<file path="src/rtl/fetch_ctrl.sv">
// fetch_ctrl: instruction-fetch sequencer with a 1-cycle registered memory read and a 2-entry decode buffer.
// Optional feature macro FETCH_MISALIGN_TRAP_EN: a misaligned redirect traps into HALT instead of being rounded down.
module fetch_ctrl #(
  parameter logic [31:0] RESET_PC = 32'h0000_0000
) (
  input  logic        clk,
  input  logic        reset,
  input  logic        fetch_en,
  output logic [31:0] imem_addr,
  input  logic [31:0] imem_rdata,
  input  logic        redirect_valid,
  input  logic [31:0] redirect_pc,
  output logic        if_valid,
  output logic [31:0] if_instr,
  output logic [31:0] if_pc,
  input  logic        if_ready,
  output logic        misalign_err
);

  typedef enum logic {RUN = 1'b0, HALT = 1'b1} fsm_t;

  typedef struct packed {
    logic [31:0] pc;
    logic [31:0] instr;
  } entry_t;

  fsm_t        state, state_next;
  logic        run;
  logic [31:0] pc;
  logic [31:0] inflight_pc;
  logic        inflight;
  entry_t      fifo_q [2];
  logic        rd_ptr, wr_ptr;
  logic [1:0]  count;
  logic [2:0]  credit;
  logic [31:0] target;
  logic        pop, push, issue, redir, trap;

  assign imem_addr = pc;
  assign if_valid  = (count != 2'd0);
  assign if_pc     = if_valid ? fifo_q[rd_ptr].pc    : '0;
  assign if_instr  = if_valid ? fifo_q[rd_ptr].instr : '0;

  assign pop   = if_valid & if_ready;
  assign redir = redirect_valid & run;

`ifdef FETCH_MISALIGN_TRAP_EN
  assign trap   = redir & (redirect_pc[1:0] != 2'b00);
  assign target = redirect_pc;
`else
  assign trap   = 1'b0;
  assign target = redirect_pc & 32'hFFFF_FFFC;
`endif

  // Slots that will be occupied after this edge if we issue now; the memory word lands one cycle later.
  assign credit = {1'b0, count} + {2'b00, inflight} - {2'b00, pop};
  assign issue  = run & fetch_en & ~redirect_valid & (credit < 3'd2);
  assign push   = inflight & ~redir;

  // FSM: state register
  // NOTE: sequential state uses non-blocking assignments so every register samples pre-edge values.
  always_ff @(posedge clk) begin
    if (reset) state <= RUN;
    else       state <= state_next;
  end

  // FSM: next state (HALT is left only through reset)
  // NOTE: combinational blocks assign a default first so no path can infer a latch.
  always_comb begin
    state_next = state;
    if (state == RUN && trap) state_next = HALT;
  end

  // FSM: outputs
  always_comb begin
    run = (state == RUN);
  end

  always_ff @(posedge clk) begin
    if (reset) begin
      pc          <= RESET_PC;
      inflight    <= 1'b0;
      inflight_pc <= '0;
      count       <= 2'd0;
      rd_ptr      <= 1'b0;
      wr_ptr      <= 1'b0;
    end else begin
      inflight <= issue;
      if (issue) begin
        inflight_pc <= pc;
        pc          <= pc + 32'd4;
      end
      if (redir) begin
        count  <= 2'd0;
        rd_ptr <= 1'b0;
        wr_ptr <= 1'b0;
        if (!trap) pc <= target;
      end else begin
        if (push) wr_ptr <= ~wr_ptr;
        if (pop)  rd_ptr <= ~rd_ptr;
        count <= count + {1'b0, push} - {1'b0, pop};
      end
    end
  end

  // NOTE: buffer storage has no reset; outputs are gated by if_valid so stale slots are never visible.
  always_ff @(posedge clk) begin
    if (push) fifo_q[wr_ptr] <= '{pc: inflight_pc, instr: imem_rdata};
  end

`ifdef FETCH_MISALIGN_TRAP_EN
  always_ff @(posedge clk) begin
    if (reset)     misalign_err <= 1'b0;
    else if (trap) misalign_err <= 1'b1;
  end
`else
  assign misalign_err = 1'b0;
`endif

endmodule
</file>
<file path="config.mk">
export PLATFORM = sky130hd
export DESIGN_NAME = fetch_ctrl
export DESIGN_NICKNAME = d
export VERILOG_FILES = /design/src/rtl/fetch_ctrl.sv
export SDC_FILE = /design/constraint.sdc
export NUM_CORES = 1
export LEC_CHECK = 0
export ABC_CLOCK_PERIOD_IN_PS = 14250
export CORE_UTILIZATION = 55
export CTS_BUF_LIST = sky130_fd_sc_hd__clkbuf_16
export CTS_CLUSTER_SIZE = 10
export DETAILED_ROUTE_END_ITERATION = 16
export GPL_TIMING_DRIVEN = 0
export MAX_ROUTING_LAYER = met4
export PLACE_DENSITY = 0.84
export REMOVE_ABC_BUFFERS = 1
export SYNTH_ARGS = -nofsm -noshare
export SYNTH_HDL_FRONTEND = slang
export SYNTH_SLANG_ARGS = --single-unit
</file>
<file path="constraint.sdc">
create_clock -name clk -period 14.25 [get_ports clk]
set_clock_uncertainty 0.2 [all_clocks]
set_input_delay 2.85 -clock clk [delete_from_list [all_inputs] [get_ports clk]]
set_output_delay 2.85 -clock clk [all_outputs]
set_load 0.1 [all_outputs]
</file>
==> impl_metrics.csv <==
group,metric,value,unit
setup_path,worstPathMaxFanout,48,
route,antenna_left,0,
cts,h-tree-depth,4,
min_path,hp-class,"flop to flop",
global_routing,grt_max_degree,63,
cts,cts_root_buf,"clkbuf_16",
setup_path,r2r-start,"count[1]",
route,post_drt_wl_per_cell,17.1,microns
setup_path,reg2reg_depth,9,
floorplan,fp.dieW,121,microns
global_routing,top_usage_layer,"met2",
sta,holdWs,0.258,ns
setup_path,cp-end-kind,"flop",
cts,cts_buffer_depth,2,
cts,post_cts_resized,0,
sta,final-max-slew-violation-count,0,
setup_path,critPathMaxStageDelay,0.88,ns
pwr,sequentialPowerShare,0.506,
cts,post-cts-setup-buffers,0,
route,dr.pass1.iters,5,
cells_and_area,diodes,0,
synth,yosysWarnings,0,
place,io_buffers,159,
cells_and_area,drive_gt1_frac,0.0707,
sta,finalHoldViolCount,0,
sta,finalSetupViolations,0,
global_routing,use_met1,0.299,
synth,synth_cell_types,43,
setup_path,crit_path_top_delay_cell,"clkdlybuf4s50_1",
global_routing,grt_pass1_wl,26.5,mm
synth,yosys.area.top_type,"edfxtp_1",
cts,clock_latency,0.43,ns
cts,cts_tree,"done",
synth,synthXorXnorAreaFrac,0.0374,
cells_and_area,seqCellArea,0.00505,sq mm
cells_and_area,fin_util,0.735,
synth,synthTopCellsByArea,"edfxtp_1, dfxtp_1, mux2i_1, nor2_1, nand2_1",
floorplan,die_area,0.0146,sq mm
global_routing,grt_pass1_vias,5299,
place,dpl.cell_count,954,
run_status,status,"finished, final reports clean",
synth,ys.flop_type,"edfxtp_1",
pwr,switching_power,0.317,mW
sta,max_freq,160,MHz
global_routing,grt_util_met2,0.404,
pwr,p_leak,3.34,nW
synth,avgSynthCellArea,12.0,sq um
job,cap_violations,0,
place,dpl.hpwl,11.1,mm
global_routing,overflow,0,
synth,async_reset_ff_frac,0,
cts,cts_hold_buf,0,
setup_path,worstSetupStartpointType,"input port",
cells_and_area,fillers,927,
cells_and_area,area_growth,30.8,%
cts,clock-sinks,190,
sta,rsz0062_at_grt,"false",
setup_path,path_class,"input port to flop",
setup_path,crit_buf_inv,2,
min_path,min_path_cells,0,
pwr,pwr-share-clk,0.377,
sta,fin_tns_setup,0,ns
setup_path,path_delay_family,"buffers and inverters",
floorplan,top_level_ports,167,
setup_path,cp-endpoint,"imem_addr[18]",
cts,cts_buffers,17,
sta,min_period_over_period,0.440,
synth,yosysTopAreaCellShare,0.479,
cells_and_area,finalNetCount,865,
setup_path,crit_arrival,6.43,ns
synth,yosys_register_bits,190,
global_routing,grt_use_total,0.246,
synth,synth_edf_count,124,
pwr,p_sw_frac,0.264,
pwr,p_int,0.887,mW
floorplan,initial_core_util,0.562,
route,routed_wl,16.9,mm
synth,synth_area,0.00777,sq mm
synth,synth_compound_area_frac,0.0459,
setup_path,crit_path_cell_trace,"clkdlybuf4s50_1 -> inv_2 -> nand3_2 -> nor4_1 -> mux2_2 -> a21oi_1",
synth,synth-simple-area-share,0.150,
floorplan,core,0.0138,sq mm
global_routing,met3_usage,0.0475,
sta,min_period,6.27,ns
cells_and_area,fin_area,0.0102,sq mm
place,placed_cell_area,0.00958,sq mm
synth,synth_top_family_by_area,"simple AND/OR/NAND/NOR gates",
sta,slew-limit-headroom,0.306,
pwr,power_frac_comb,0.116,
route,drt-initial-drc-count,388,
synth,synthCells,646,
setup_path,crit_cells,6,
setup_path,r2r_slack,10.43,ns
pwr,power_density,118,mW/mm^2
synth,yosysSeqAreaShare,0.649,
route,vias,5381,
pwr,ir_drop,0.0705,mV
place,gp_congestion,0.835,
floorplan,row_count,43,
synth,synth_adder_area_share,0.00580,
global_routing,antenna_found_initial,0,
setup_path,cp-startpoint,"redirect_valid",
synth,muxShareOfSynthArea,0.0871,
setup_path,r2r_end,"imem_addr[18]",
cells_and_area,multi_input_area,0.00258,sq mm
sta,worst_pin_slew,1.04,ns
setup_path,cp.required,14.42,ns
route,avgViaCountPerCell,5.46,
cts,clkSlewWorstSetupHoldPaths,0.07,ns
floorplan,die_h,121,microns
route,route.detailed.drc,0,
cells_and_area,stdcell_count,986,
-- power groups by stage --
stage          Sequential (mW)  Clock, mW  Combinational, mW
2_1_floorplan            0.661          0             0.0472
3_3_place_gp             0.621          0              0.135
3_5_place_dp             0.621          0              0.139
4_1_cts                  0.609      0.460              0.140
5_1_grt                  0.611      0.482              0.146
6_report                 0.610      0.454              0.140
-- layout by cell type (no fill, tap or decap), drive strengths merged --
| cell | Yosys | final |
|---|---|---|
| and4 | 3 | 3 |
| a21oi | 37 | 37 |
| o21ai | 1 | 1 |
| a211oi | 18 | 18 |
| mux2i | 65 | 65 |
| fa | 1 | 1 |
| buf | 10 | 7 |
| nor3 | 7 | 7 |
| nor4 | 10 | 10 |
| o211ai | 1 | 1 |
| nor2b | 4 | 4 |
| a311oi | 1 | 1 |
| nand4 | 15 | 15 |
| nand2 | 90 | 90 |
| ha | 2 | 2 |
| edfxtp | 124 | 124 |
| xnor2 | 16 | 16 |
| clkbuf | 31 | 19 |
| and2 | 8 | 8 |
| nand2b | 1 | 1 |
| clkinvlp | 0 | 2 |
| dfxtp | 66 | 66 |
| conb | 1 | 5 |
| clkinv | 0 | 4 |
| inv | 2 | 9 |
| or3 | 1 | 1 |
| nor3b | 1 | 1 |
| xor2 | 15 | 15 |
| and3 | 7 | 7 |
| a31oi | 1 | 1 |
| o311ai | 1 | 1 |
| nand3 | 11 | 11 |
| nor4b | 1 | 1 |
| mux2 | 2 | 2 |
| nor2 | 92 | 92 |
| clkdlybuf4s50 | 0 | 158 |
-- cells in the mapped netlist, drive strengths merged, types with 2 or more instances --
library cell and n:
a211oi 18, a21oi 37, and2 8, and3 7
and4 3, buf 10, clkbuf 31, dfxtp 66
edfxtp 124, ha 2, inv 2, mux2 2
mux2i 65, nand2 90, nand3 11, nand4 15
nor2 92, nor2b 4, nor3 7, nor4 10
xnor2 16, xor2 15
-- stage by stage --
stage                     power (mW)  worst slack, ns
after floorplan                0.708             7.44
after global routing            1.24             7.79
after global placement         0.756             5.13
after detailed placement       0.761             6.41
final                           1.20             7.98
after CTS                       1.21             6.85
-- sequential cells by signal, indices dropped and copies added, names as in the netlist, named ones only --
| name | cells |
|---|---|
| wr_ptr | 1 |
| inflight | 1 |
| count | 2 |
| rd_ptr | 1 |
| fifo_q | 124 |
| imem_addr | 30 |
| inflight_pc | 30 |
-- kinds of logic after synthesis --
logic type                 count (synthesis)
muxes                                     67
AOI/OAI and AO/OA                         60
DFF                                      190
and+or+nand+nor                          251
other                                      1
adders and majority gates                  3
buffers and inverters                     43
xor gates and xnor gates                  31
-- cell type report --
class,instances,area share
clock buffer,19,0.0468
timing repair buffer,165,0.170
sequential,190,0.497
inverter,2,0.000739
clock inverter,13,0.00997
tap,180,0.0222
multi-input combinational,417,0.254
-- worst min path at each step --
stage	from	to
final	inflight_pc[2]	fifo_q[1][34]
after global routing	inflight_pc[4]	fifo_q[0][36]
after CTS	inflight_pc[2]	fifo_q[1][34]
after detailed placement	inflight_pc[28]	fifo_q[1][60]
after global placement	inflight_pc[25]	fifo_q[1][57]
after floorplan	inflight_pc[2]	fifo_q[0][34]
-- per-layer routing --
metal / up-vias / part of all wire
li1: 2583 / -
met1: 2553 / 0.42
met2: 216 / 0.49
met3: 29 / 0.067
met4: 0 / 0.018
met5: - / 0
No activity file was read; power rests on OpenSTA's default activity.
